==> src/rtl/str_check_sequencer_pkg.sv <==
// Shared constants and types for the string-check sequencer: recognizer state codes,
// result codes and the controller state encoding.
package str_check_sequencer_pkg;

    localparam int REC_W  = 4;
    localparam int CODE_W = 2;

    localparam logic [REC_W-1:0] IDLE  = 4'd0;
    localparam logic [REC_W-1:0] START = 4'd1;
    localparam logic [REC_W-1:0] STOP  = 4'd2;
    localparam logic [REC_W-1:0] ERROR = 4'd3;

    localparam logic [CODE_W-1:0] RES_MATCH    = 2'd0;
    localparam logic [CODE_W-1:0] RES_MISMATCH = 2'd1;
    localparam logic [CODE_W-1:0] RES_TIMEOUT  = 2'd2;

    typedef enum logic [2:0] {
        C_WAIT,
        C_STEP,
        C_SETTLE,
        C_EVAL,
        C_REPORT,
        C_DRAIN
    } ctrl_state_t;

    // Both mismatches and timeouts feed the error statistic.
    function automatic logic res_is_error(input logic [CODE_W-1:0] code);
        return (code == RES_MISMATCH) || (code == RES_TIMEOUT);
    endfunction

endpackage

==> src/rtl/str_check_sequencer_if.sv <==
// Signal bundle between the sequencer, its byte source, the recognizer and the result consumer.
interface str_check_sequencer_if
    import str_check_sequencer_pkg::*;
#(
    parameter int LEN_W = 8
) ();

    logic [7:0]        in_data;
    logic              in_valid;
    logic              in_ready;
    logic [7:0]        rec_char;
    logic              rec_valid;
    logic              rec_error_verify;
    logic [REC_W-1:0]  rec_state;
    logic [REC_W-1:0]  rec_next_state;
    logic              res_valid;
    logic              res_ready;
    logic [CODE_W-1:0] res_code;
    logic [LEN_W-1:0]  res_len;
    logic [15:0]       match_cnt;
    logic [15:0]       err_cnt;
    logic              busy;

    modport master (
        input  in_data, in_valid, rec_next_state, res_ready,
        output in_ready, rec_char, rec_valid, rec_error_verify, rec_state,
               res_valid, res_code, res_len, match_cnt, err_cnt, busy
    );

    modport slave (
        output in_data, in_valid, rec_next_state, res_ready,
        input  in_ready, rec_char, rec_valid, rec_error_verify, rec_state,
               res_valid, res_code, res_len, match_cnt, err_cnt, busy
    );

endinterface

==> src/rtl/str_check_sequencer_sat_counter.sv <==
// Up-counter that sticks at its all-ones value instead of wrapping.
module str_check_sequencer_sat_counter #(
    parameter int W = 16
) (
    input  logic         clk,
    input  logic         rst,
    input  logic         inc_i,
    input  logic         clr_i,
    output logic [W-1:0] q_o
);

    logic [W-1:0] cnt_q;

    always_ff @(posedge clk or posedge rst) begin
        if (rst) begin
            cnt_q <= '0;
        end else if (clr_i) begin
            cnt_q <= '0;
        end else if (inc_i && !(&cnt_q)) begin
            cnt_q <= cnt_q + W'(1);
        end
    end

    assign q_o = cnt_q;

endmodule

==> src/rtl/str_check_sequencer.sv <==
// Byte-stream sequencer: steps the external string recognizer one character at a time
// and folds its STOP/ERROR outcomes into one result per 0x00-framed string.
module str_check_sequencer
    import str_check_sequencer_pkg::*;
#(
    parameter int LEN_W   = 8,
    parameter int TIMEOUT = 1000,
    parameter int TO_W    = 16
) (
    input logic                   clk,
    input logic                   rst,
    str_check_sequencer_if.master bus
);

    localparam logic [TO_W-1:0] TO_LIMIT = TO_W'(TIMEOUT);

    ctrl_state_t       state_q;
    logic [7:0]        rec_char_q;
    logic              rec_valid_q;
    logic              rec_ev_q;
    logic [REC_W-1:0]  rec_state_q;
    logic              in_ready_q;
    logic              res_valid_q;
    logic [CODE_W-1:0] res_code_q;
    logic [LEN_W-1:0]  len_q;
    logic              err_flag_q;
    logic              in_str_q;
    logic              busy_q;
    logic [TO_W-1:0]   to_cnt_q;
    logic [TO_W-1:0]   to_cnt_d;

    logic        to_hit;
    logic        accept;
    logic        res_hs;
    logic        match_inc;
    logic        err_inc;
    logic [15:0] match_cnt;
    logic [15:0] err_cnt;

    function automatic logic [LEN_W-1:0] len_inc(input logic [LEN_W-1:0] v);
        return (&v) ? v : v + LEN_W'(1);
    endfunction

    always_comb begin
        to_hit    = (state_q == C_WAIT) && (to_cnt_q == TO_LIMIT);
        accept    = (state_q == C_WAIT) && !to_hit && bus.in_valid && in_ready_q;
        res_hs    = (state_q == C_REPORT) && res_valid_q && bus.res_ready;
        match_inc = res_hs && (res_code_q == RES_MATCH);
        err_inc   = res_hs && res_is_error(res_code_q);
        // Idle time only counts while parked mid-string waiting for the next byte.
        to_cnt_d  = to_cnt_q;
        if ((state_q != C_WAIT) || (rec_state_q == IDLE) || accept) begin
            to_cnt_d = '0;
        end else if (!to_hit) begin
            to_cnt_d = to_cnt_q + TO_W'(1);
        end
    end

    always_ff @(posedge clk or posedge rst) begin
        if (rst) begin
            state_q     <= C_WAIT;
            rec_char_q  <= '0;
            rec_valid_q <= 1'b0;
            rec_ev_q    <= 1'b0;
            rec_state_q <= IDLE;
            in_ready_q  <= 1'b0;
            res_valid_q <= 1'b0;
            res_code_q  <= RES_MATCH;
            len_q       <= '0;
            err_flag_q  <= 1'b0;
            in_str_q    <= 1'b0;
            busy_q      <= 1'b0;
            to_cnt_q    <= '0;
        end else begin
            rec_state_q <= bus.rec_next_state;
            rec_valid_q <= 1'b0;
            rec_ev_q    <= 1'b0;
            to_cnt_q    <= to_cnt_d;
            case (state_q)
                C_WAIT: begin
                    if (to_hit) begin
                        rec_ev_q    <= 1'b1;
                        res_code_q  <= RES_TIMEOUT;
                        res_valid_q <= 1'b1;
                        in_ready_q  <= 1'b0;
                        busy_q      <= 1'b1;
                        state_q     <= C_REPORT;
                    end else if (accept) begin
                        rec_char_q  <= bus.in_data;
                        rec_valid_q <= 1'b1;
                        in_ready_q  <= 1'b0;
                        busy_q      <= 1'b1;
                        state_q     <= C_STEP;
                    end else begin
                        // Drop ready one cycle early so the timeout edge never also takes a byte.
                        in_ready_q <= (to_cnt_d != TO_LIMIT);
                    end
                end
                C_STEP:   state_q <= C_SETTLE;
                C_SETTLE: state_q <= C_EVAL;
                C_EVAL: begin
                    if (in_str_q && (rec_char_q != 8'h00)) begin
                        len_q <= len_inc(len_q);
                    end
                    if ((rec_state_q == START) && (rec_char_q == 8'h00)) begin
                        len_q      <= '0;
                        err_flag_q <= 1'b0;
                        in_str_q   <= 1'b1;
                        in_ready_q <= 1'b1;
                        busy_q     <= 1'b0;
                        state_q    <= C_WAIT;
                    end else if ((rec_state_q == IDLE) && !err_flag_q && !in_str_q) begin
                        in_ready_q <= 1'b1;
                        busy_q     <= 1'b0;
                        state_q    <= C_WAIT;
                    end else if (rec_state_q == STOP) begin
                        res_code_q  <= RES_MATCH;
                        res_valid_q <= 1'b1;
                        state_q     <= C_REPORT;
                    end else if ((rec_char_q == 8'h00) && ((rec_state_q == ERROR) || err_flag_q)) begin
                        res_code_q  <= RES_MISMATCH;
                        res_valid_q <= 1'b1;
                        rec_ev_q    <= (rec_state_q == ERROR);
                        state_q     <= C_REPORT;
                    end else begin
                        // A bad character poisons the string; keep consuming up to its 0x00.
                        if (rec_state_q == ERROR) begin
                            err_flag_q <= 1'b1;
                        end
                        in_ready_q <= 1'b1;
                        busy_q     <= 1'b0;
                        state_q    <= C_WAIT;
                    end
                end
                C_REPORT: begin
                    if (res_hs) begin
                        res_valid_q <= 1'b0;
                        err_flag_q  <= 1'b0;
                        in_str_q    <= 1'b0;
                        state_q     <= C_DRAIN;
                    end
                end
                C_DRAIN: begin
                    if (rec_state_q == IDLE) begin
                        in_ready_q <= 1'b1;
                        busy_q     <= 1'b0;
                        state_q    <= C_WAIT;
                    end
                end
                default: begin
                    in_ready_q <= 1'b1;
                    busy_q     <= 1'b0;
                    state_q    <= C_WAIT;
                end
            endcase
        end
    end

    str_check_sequencer_sat_counter #(.W(16)) u_match_cnt (
        .clk   (clk),
        .rst   (rst),
        .inc_i (match_inc),
        .clr_i (1'b0),
        .q_o   (match_cnt)
    );

    str_check_sequencer_sat_counter #(.W(16)) u_err_cnt (
        .clk   (clk),
        .rst   (rst),
        .inc_i (err_inc),
        .clr_i (1'b0),
        .q_o   (err_cnt)
    );

    assign bus.in_ready         = in_ready_q;
    assign bus.rec_char         = rec_char_q;
    assign bus.rec_valid        = rec_valid_q;
    assign bus.rec_error_verify = rec_ev_q;
    assign bus.rec_state        = rec_state_q;
    assign bus.res_valid        = res_valid_q;
    assign bus.res_code         = res_code_q;
    assign bus.res_len          = len_q;
    assign bus.match_cnt        = match_cnt;
    assign bus.err_cnt          = err_cnt;
    assign bus.busy             = busy_q;

endmodule

==> src/flat_wrapper.sv <==
// flat-port wrapper written by rule: the top's interface ports become plain ports
module str_check_sequencer_flat import str_check_sequencer_pkg::*;
#(
    parameter int LEN_W   = 8,
    parameter int TIMEOUT = 1000,
    parameter int TO_W    = 16
)
  (clk, rst, bus_in_data, bus_in_valid, bus_rec_next_state, bus_res_ready, bus_in_ready, bus_rec_char, bus_rec_valid, bus_rec_error_verify, bus_rec_state, bus_res_valid, bus_res_code, bus_res_len, bus_match_cnt, bus_err_cnt, bus_busy);
  str_check_sequencer_if #(.LEN_W(LEN_W)) bus_i ();
  input logic clk;
  input logic rst;
  input wire logic [$bits(bus_i.in_data)-1:0] bus_in_data;
  input wire logic [$bits(bus_i.in_valid)-1:0] bus_in_valid;
  input wire logic [$bits(bus_i.rec_next_state)-1:0] bus_rec_next_state;
  input wire logic [$bits(bus_i.res_ready)-1:0] bus_res_ready;
  output wire logic [$bits(bus_i.in_ready)-1:0] bus_in_ready;
  output wire logic [$bits(bus_i.rec_char)-1:0] bus_rec_char;
  output wire logic [$bits(bus_i.rec_valid)-1:0] bus_rec_valid;
  output wire logic [$bits(bus_i.rec_error_verify)-1:0] bus_rec_error_verify;
  output wire logic [$bits(bus_i.rec_state)-1:0] bus_rec_state;
  output wire logic [$bits(bus_i.res_valid)-1:0] bus_res_valid;
  output wire logic [$bits(bus_i.res_code)-1:0] bus_res_code;
  output wire logic [$bits(bus_i.res_len)-1:0] bus_res_len;
  output wire logic [$bits(bus_i.match_cnt)-1:0] bus_match_cnt;
  output wire logic [$bits(bus_i.err_cnt)-1:0] bus_err_cnt;
  output wire logic [$bits(bus_i.busy)-1:0] bus_busy;
  assign bus_i.in_data = bus_in_data;
  assign bus_i.in_valid = bus_in_valid;
  assign bus_i.rec_next_state = bus_rec_next_state;
  assign bus_i.res_ready = bus_res_ready;
  assign bus_in_ready = bus_i.in_ready;
  assign bus_rec_char = bus_i.rec_char;
  assign bus_rec_valid = bus_i.rec_valid;
  assign bus_rec_error_verify = bus_i.rec_error_verify;
  assign bus_rec_state = bus_i.rec_state;
  assign bus_res_valid = bus_i.res_valid;
  assign bus_res_code = bus_i.res_code;
  assign bus_res_len = bus_i.res_len;
  assign bus_match_cnt = bus_i.match_cnt;
  assign bus_err_cnt = bus_i.err_cnt;
  assign bus_busy = bus_i.busy;
  str_check_sequencer #(.LEN_W(LEN_W), .TIMEOUT(TIMEOUT), .TO_W(TO_W)) u_core (.clk(clk), .rst(rst), .bus(bus_i));
endmodule
==> config.mk <==
export PLATFORM = sky130hd
export DESIGN_NAME = str_check_sequencer_flat
export DESIGN_NICKNAME = d
export VERILOG_FILES = /design/src/rtl/str_check_sequencer_pkg.sv /design/src/rtl/str_check_sequencer_if.sv /design/src/rtl/str_check_sequencer_sat_counter.sv /design/src/rtl/str_check_sequencer.sv /design/src/flat_wrapper.sv
export SDC_FILE = /design/constraint.sdc
export NUM_CORES = 1
export LEC_CHECK = 0
export CAP_MARGIN = 20
export CORE_ASPECT_RATIO = 0.75
export CORE_MARGIN = 3
export CORE_UTILIZATION = 54
export CTS_BUF_LIST = sky130_fd_sc_hd__clkbuf_4 sky130_fd_sc_hd__clkbuf_8
export CTS_CLUSTER_SIZE = 28
export DETAILED_ROUTE_END_ITERATION = 12
export PLACE_DENSITY = 0.82
export SETUP_SLACK_MARGIN = 0.15
export SLEW_MARGIN = 0
export SYNTH_ARGS = -nofsm -noshare
export SYNTH_HDL_FRONTEND = slang
export SYNTH_SLANG_ARGS = --single-unit
==> constraint.sdc <==
create_clock -name clk -period 2.99 [get_ports clk]
set_input_delay 0.598 -clock clk [delete_from_list [all_inputs] [get_ports clk]]
set_output_delay 0.598 -clock clk [all_outputs]
set_load 0.01 [all_outputs]
* Yosys cells after proc, flatten, opt, wreduce, memory -nomap -nowiden
Index checks and enable logic that the tools add are counted.
** Storage, ports and cells
- Bits in registers :: 80
- Latch bits :: 0
- RAM bits :: 0
- Memory bits (read-only) :: 0
- Output and inout port bits :: 59
- Memories kept :: 0
** Cells by class
- Add/sub/neg operators :: 4
- $mul :: 0
- Divide/modulo/power cells :: 0
- $lt $le $gt $ge :: 0
- Equal/unequal tests :: 27
- Shifts and indexed selects :: 0
- Muxes and demuxes :: 60
- Bitwise operators :: 2
- Reduce and logical (&&, ||, !) cells :: 47
** Operators with widths (number)
- 16-bit by 1-bit adder with 16-bit output (second input constant) :: 3
- 1-bit 2-to-1 mux :: 34
- 16-bit 2-to-1 mux :: 2
- 16-bit AND reduction :: 2
- 3-bit 2-to-1 mux :: 8
- 8-bit 2-to-1 mux :: 3
- 3-bit one-hot mux with 6 select lines :: 1
- 16-bit by 10-bit == test with 1-bit output (second input constant) :: 1
- 16-bit by 10-bit != test with 1-bit output (second input constant) :: 1
- 1-bit logical AND :: 15
- 3-bit AND reduction :: 4
- 6-bit AND reduction :: 2
- 2-bit 2-to-1 mux :: 5
- 5-bit AND reduction :: 2
- 3-bit by 1-bit != test with 1-bit output (second input constant) :: 3
- 3-bit by 2-bit != test with 1-bit output (second input constant) :: 3
- 8-bit by 1-bit adder with 8-bit output (second input constant) :: 1
- 4-bit by 2-bit == test with 1-bit output (second input constant) :: 2
- 8-bit logical NOT :: 1
- 2-bit by 1-bit != test with 1-bit output (second input constant) :: 4
- 4-bit by 2-bit != test with 1-bit output (second input constant) :: 2
- 1-bit one-hot mux with 4 select lines :: 2
- 8-bit AND reduction :: 1
- 8-bit nonzero test :: 1
- other kinds (20) :: 37

* Depth between registers and ports, before layout
- Depth after elaboration :: 12
- Depth in mapped cells :: 8
- Depth with buffers taken out :: 7

* By module
From an unflattened synthesis, not the netlist that was laid out.
** Unflattened totals
- Cell total of the unflattened synthesis :: 465
- Area total of the unflattened synthesis :: 4316.6 um^2
** By module, submodules not included
- str_check_sequencer :: instances 1, cells each 257, area each 2472.4 um^2
- str_check_sequencer_sat_counter :: instances 2, cells each 104, area each 922.1 um^2

* Worst setup path before layout
OpenSTA, ideal clock, no wires.
- Kind :: reg2reg
- From :: reg u_core.to_cnt_q[0]
- To :: reg u_core.in_ready_q, in the netlist u_core.bus.in_ready
- Setup time :: 145 ps
- Arrival :: 1766 ps
- Required time :: 2845 ps
- Slack :: 1078 ps
- Stages on the path, launching flop included :: 8
- Buffers on the path :: 0
- Cell sequence :: dfrtp_1 -> inv_1 -> ha_1 -> and4bb_1 -> nand4_1 -> or4_1 -> a2111oi_2 -> a41oi_1
** Between the ends
- Longest elaborated chain between the ends :: 12
- Elaborated cells on any way between the ends :: 14
- Those cells by class :: 1 x add/sub; 2 x eq/ne; 5 x mux; 6 x reduce/logical
** Ends and longest elaborated chain
- from (decl) :: line str_check_sequencer.sv:29 : logic [TO_W-1:0] to_cnt_q;
- from (signal assigned) :: line str_check_sequencer.sv:78 : to_cnt_q <= to_cnt_d;
- parallel branches: the longest is 10 deep, another holds 16-bit by 1-bit adder with 16-bit output
- 1-bit 2-to-1 mux (*) :: line str_check_sequencer.sv:81 : if (to_hit) begin
- 1-bit one-hot mux with 4 select lines (*) :: line str_check_sequencer.sv:79 : case (state_q)
- to (signal assigned) :: line str_check_sequencer.sv:96 : in_ready_q <= (to_cnt_d != TO_LIMIT);
- to (decl) :: line str_check_sequencer.sv:22 : logic in_ready_q;
Every way passes the cells marked *.
A chain may end at the register's enable or synchronous reset.

* Final worst setup path
Same ends and word-level chain as after synthesis.

==> flow_results.xml <==
<?xml version="1.0" encoding="UTF-8"?>
<metrics>
  <group name="cells_and_area">
    <metric name="multiInputGateArea" unit="um^2">1877</metric>
    <metric name="final_net_count" unit="">476</metric>
    <metric name="layout.cell_area.non_filler" unit="um^2">5051</metric>
    <metric name="layoutNonFillerInstCount" unit="">557</metric>
    <metric name="final.fill_count" unit="">523</metric>
    <metric name="final_layout_size_suffix_gt1_frac" unit="">0.1002</metric>
    <metric name="utilization" unit="">0.7222</metric>
    <metric name="insertedDiodeCount" unit="">0</metric>
    <metric name="final-seq-area" unit="um^2">2002</metric>
    <metric name="flow.area_growth_from_synthesis" unit="%">26.20</metric>
  </group>
  <group name="global_route">
    <metric name="use_met1" unit="">0.2940</metric>
    <metric name="globalRouteTotalUtil" unit="">0.2160</metric>
    <metric name="globalRouteOverflowTotal" unit="">0</metric>
    <metric name="grt_max_degree" unit="">81</metric>
    <metric name="grt_first_pass_wirelength" unit="um">14600</metric>
    <metric name="grt_pass1_vias" unit="">3012</metric>
    <metric name="grt_antenna_before_repair" unit="">0</metric>
    <metric name="gr-usage-met2" unit="">0.3327</metric>
    <metric name="grt_most_used_layer" unit="">met2</metric>
    <metric name="gr-usage-met3" unit="">0.07068</metric>
  </group>
  <group name="clocking">
    <metric name="cts_made_buffers" unit="">9</metric>
    <metric name="post_cts_resized" unit="">0</metric>
    <metric name="cts_tree" unit="">done</metric>
    <metric name="cts_hold_buf" unit="">0</metric>
    <metric name="post-cts-setup-buffer-count" unit="">0</metric>
    <metric name="cts.sinks" unit="">80</metric>
    <metric name="clock-root-buffer" unit="">sky130_fd_sc_hd__clkbuf_8</metric>
    <metric name="cts-root-to-sink-buffers" unit="">2</metric>
    <metric name="ctsHtreeMaxLevel" unit="">3</metric>
    <metric name="clkTransAtPathRegs" unit="ns">0.08</metric>
    <metric name="clk_latency" unit="ns">0.35</metric>
  </group>
  <group name="synth">
    <metric name="syn_avg_cell_area" unit="um^2">10.56</metric>
    <metric name="post_synth_top_cells" unit="">sky130_fd_sc_hd__dfrtp_1 (80), sky130_fd_sc_hd__nand2_1 (32), sky130_fd_sc_hd__nor2_1 (30)</metric>
    <metric name="synth_seq_area_share" unit="">0.5002</metric>
    <metric name="syn_inst" unit="">379</metric>
    <metric name="synth-edff-count" unit="">0</metric>
    <metric name="synth_simple_gate_area_frac" unit="">0.2285</metric>
    <metric name="postSynthRegisterBits" unit="">80</metric>
    <metric name="netlist.area_leader.share" unit="">0.5002</metric>
    <metric name="synth_compound_gate_area_share" unit="">0.08503</metric>
    <metric name="yosys.cell_count.top_type" unit="">sky130_fd_sc_hd__dfrtp_1</metric>
    <metric name="proportion_of_synthesized_flip_flops_having_asynchronous_set_or_reset" unit="">1.000</metric>
    <metric name="post_synth_mux_area_share" unit="">0.03595</metric>
    <metric name="synthDominantAreaCellType" unit="">sky130_fd_sc_hd__dfrtp_1</metric>
    <metric name="synthesis.yosys.warnings" unit="">0</metric>
    <metric name="largest_family_of_logic_cells_by_synthesized_area" unit="">simple AND/OR/NAND/NOR gates</metric>
    <metric name="synthFlopType" unit="">sky130_fd_sc_hd__dfrtp_1</metric>
    <metric name="yosys.area_share.adder" unit="">0.01876</metric>
    <metric name="synth_cell_types" unit="">54</metric>
    <metric name="syn-cell-area" unit="um^2">4003</metric>
    <metric name="ys_top_cells_by_area" unit="">sky130_fd_sc_hd__dfrtp_1 (50%), sky130_fd_sc_hd__xnor2_1 (6.1%), sky130_fd_sc_hd__xor2_1 (3.9%), sky130_fd_sc_hd__nand2_1 (3.0%), sky130_fd_sc_hd__mux2_2 (2.8%)</metric>
    <metric name="postSynthNetCount" unit="">401</metric>
    <metric name="post_synth_xor_area_fraction" unit="">0.1007</metric>
  </group>
  <group name="setup_path">
    <metric name="crit_path_end_kind" unit="">flop</metric>
    <metric name="crit_path_max_fanout" unit="">11</metric>
    <metric name="worstSetupStartpointType" unit="">flop</metric>
    <metric name="cp-startpoint" unit="">u_core.to_cnt_q[0]$_DFF_PP0_</metric>
    <metric name="critical_path_class" unit="">flop to flop</metric>
    <metric name="worst_ep_required_time" unit="ns">3.20</metric>
    <metric name="reg2reg_from" unit="">u_core.to_cnt_q[0]$_DFF_PP0_</metric>
    <metric name="worstReg2RegEnd" unit="">u_core.bus.in_ready$_DFFE_PP0P_</metric>
    <metric name="arrival" unit="ns">2.66</metric>
    <metric name="ff2ff_setup_slack" unit="ns">0.54</metric>
    <metric name="crit_path_end" unit="">u_core.bus.in_ready$_DFFE_PP0P_</metric>
    <metric name="length_in_cells_of_the_worst_reg_to_reg_path" unit="">7</metric>
  </group>
  <group name="drt">
    <metric name="postRouteAntennaNets" unit="">0</metric>
    <metric name="drt_wl_total" unit="um">8797</metric>
    <metric name="drc" unit="">0</metric>
    <metric name="drt_first_iter_violations" unit="">263</metric>
    <metric name="route.detailed.wl_per_inst" unit="um">15.79</metric>
    <metric name="via_per_inst" unit="">5.609</metric>
    <metric name="vias" unit="">3124</metric>
    <metric name="drt_pre_antenna_iters" unit="">5</metric>
  </group>
  <group name="hold_path">
    <metric name="class_of_the_most_critical_hold_timing_path" unit="">flop to flop</metric>
  </group>
  <group name="power">
    <metric name="power" unit="mW">3.227</metric>
    <metric name="total_leakage_power" unit="nW">2.108</metric>
    <metric name="power.density_cell_area" unit="nW/um^2">638.8</metric>
    <metric name="max-vdd-ir-drop" unit="mV">0.4674</metric>
  </group>
  <group name="die">
    <metric name="start_util" unit="">0.5723</metric>
    <metric name="core_area" unit="um^2">6994</metric>
    <metric name="num_rows" unit="">26</metric>
    <metric name="design.portCount" unit="">75</metric>
    <metric name="dieHeight" unit="um">80.56</metric>
    <metric name="chipWidth" unit="um">105.4</metric>
    <metric name="die-area" unit="um^2">8492</metric>
  </group>
  <group name="timing">
    <metric name="timing.final.hold_violations" unit="">0</metric>
    <metric name="clock-skew-final" unit="ns">0.009492</metric>
    <metric name="final.setup.tns" unit="ns">0</metric>
    <metric name="holdWs" unit="ns">0.5000</metric>
    <metric name="timing.final.max_slew_violations" unit="">0</metric>
    <metric name="min_clock_period_post_route" unit="ns">2.453</metric>
    <metric name="fin_crit_sh" unit="">0.8204</metric>
    <metric name="setup_viol" unit="">0</metric>
    <metric name="maxSlewHeadroom" unit="">0.6099</metric>
    <metric name="worst_pin_slew" unit="ns">0.5803</metric>
    <metric name="rsz0062_at_grt" unit="">false</metric>
    <metric name="max_clock_freq" unit="MHz">407.7</metric>
    <metric name="post-route-worst-setup-slack" unit="ns">0.5371</metric>
  </group>
  <group name="status">
    <metric name="run_status" unit="">finished clean</metric>
  </group>
  <group name="placed_design">
    <metric name="place_ws" unit="ns">0.5881</metric>
    <metric name="post_dp_hpwl" unit="um">6414</metric>
    <metric name="instance_count_after_placement_with_tap_cells_included" unit="">541</metric>
    <metric name="finalWeightedCongestion" unit="">0.8844</metric>
    <metric name="post_dp_cell_area" unit="um^2">4822</metric>
    <metric name="buffer_ports.inserted" unit="">74</metric>
  </group>
  <group name="job">
    <metric name="max_cap_violations" unit="">0</metric>
  </group>
</metrics>
[layer usage]
| metal | up-vias | routed length (um) | share of wire |
|---|---|---|---|
| li1 | 1508 | - | - |
| met1 | 1493 | 4062 | 0.46 |
| met2 | 112 | 3959 | 0.45 |
| met3 | 11 | 671 | 0.076 |
| met4 | 0 | 104 | 0.012 |
| met5 | - | 0 | 0 |
[power by group]
group / switching, mW / total [mW] / internal (mW)
logic: 0.393 / 0.856 / 0.463
registers: 0.211 / 1.45 / 1.24
clock network: 0.402 / 0.918 / 0.516
total: 1.01 / 3.23 / 2.22
[worst min-delay path by stage]
stage	from	endpoint	slack, ns	cells after the start
after floorplan	u_core.err_flag_q$_DFFE_PP0P_	u_core.err_flag_q$_DFFE_PP0P_	0.52	2
after global placement	u_core.u_match_cnt.q_o[11]$_DFFE_PP0P_	u_core.u_match_cnt.q_o[11]$_DFFE_PP0P_	0.48	1
after detailed placement	u_core.u_err_cnt.q_o[11]$_DFFE_PP0P_	u_core.u_err_cnt.q_o[11]$_DFFE_PP0P_	0.49	1
after CTS	u_core.u_err_cnt.q_o[11]$_DFFE_PP0P_	u_core.u_err_cnt.q_o[11]$_DFFE_PP0P_	0.50	1
after global routing	u_core.u_err_cnt.q_o[11]$_DFFE_PP0P_	u_core.u_err_cnt.q_o[11]$_DFFE_PP0P_	0.52	1
final	u_core.u_err_cnt.q_o[11]$_DFFE_PP0P_	u_core.u_err_cnt.q_o[11]$_DFFE_PP0P_	0.50	1
[sequential cells by signal, indices dropped and copies added (netlist names), 2 cells and up]
| name | flops |
|---|---|
| u_core.bus.rec_char | 8 |
| u_core.bus.rec_state | 4 |
| u_core.bus.res_code | 2 |
| u_core.bus.res_len | 8 |
| u_core.state_q | 3 |
| u_core.to_cnt_q | 16 |
| u_core.u_err_cnt.q_o | 16 |
| u_core.u_match_cnt.q_o | 16 |
[placed cells by master, fill, tap and decap left out, drive strengths merged, types with 10 or more instances in the layout]
master         Yosys  layout
dfrtp             80      80
clkdlybuf4s50      0      74
nand2             32      32
nor2              30      30
xnor2             28      28
nand3             21      21
xor2              18      18
nand4             17      17
nor3              15      15
inv               14      15
a21oi             12      12
clkbuf             2      12
mux2              11      11
and3              10      10
[cell type report]
cell class | instances | area share
clock inverters | 4 | 0.01511
well taps | 98 | 0.02428
clock buffers | 12 | 0.03022
inverters | 14 | 0.01040
multi-input cells | 273 | 0.3716
flip-flops and latches | 80 | 0.3963
repair buffers | 76 | 0.1521
[worst max-delay path: stages (launching register included)]
cell and delay (ns):
sky130_fd_sc_hd__dfrtp_1 0.41, sky130_fd_sc_hd__inv_1 0.13, sky130_fd_sc_hd__ha_1 0.15, sky130_fd_sc_hd__and4bb_1 0.18, sky130_fd_sc_hd__nand4_1 0.36, sky130_fd_sc_hd__or4_1 0.56
sky130_fd_sc_hd__a2111oi_2 0.37, sky130_fd_sc_hd__a41oi_1 0.16
[logic make-up (layout without fill, tap and decap cells)]
| group | Yosys count | in the layout |
|---|---|---|
| AOI/OAI and AO/OA | 46 | 46 |
| xor gates and xnor gates | 46 | 46 |
| adders and majority gates | 6 | 6 |
| buffers and inverters | 26 | 106 |
| DFF | 80 | 80 |
| muxes | 13 | 13 |
| and+or+nand+nor | 162 | 162 |
(Power assumes the default switching activity.)
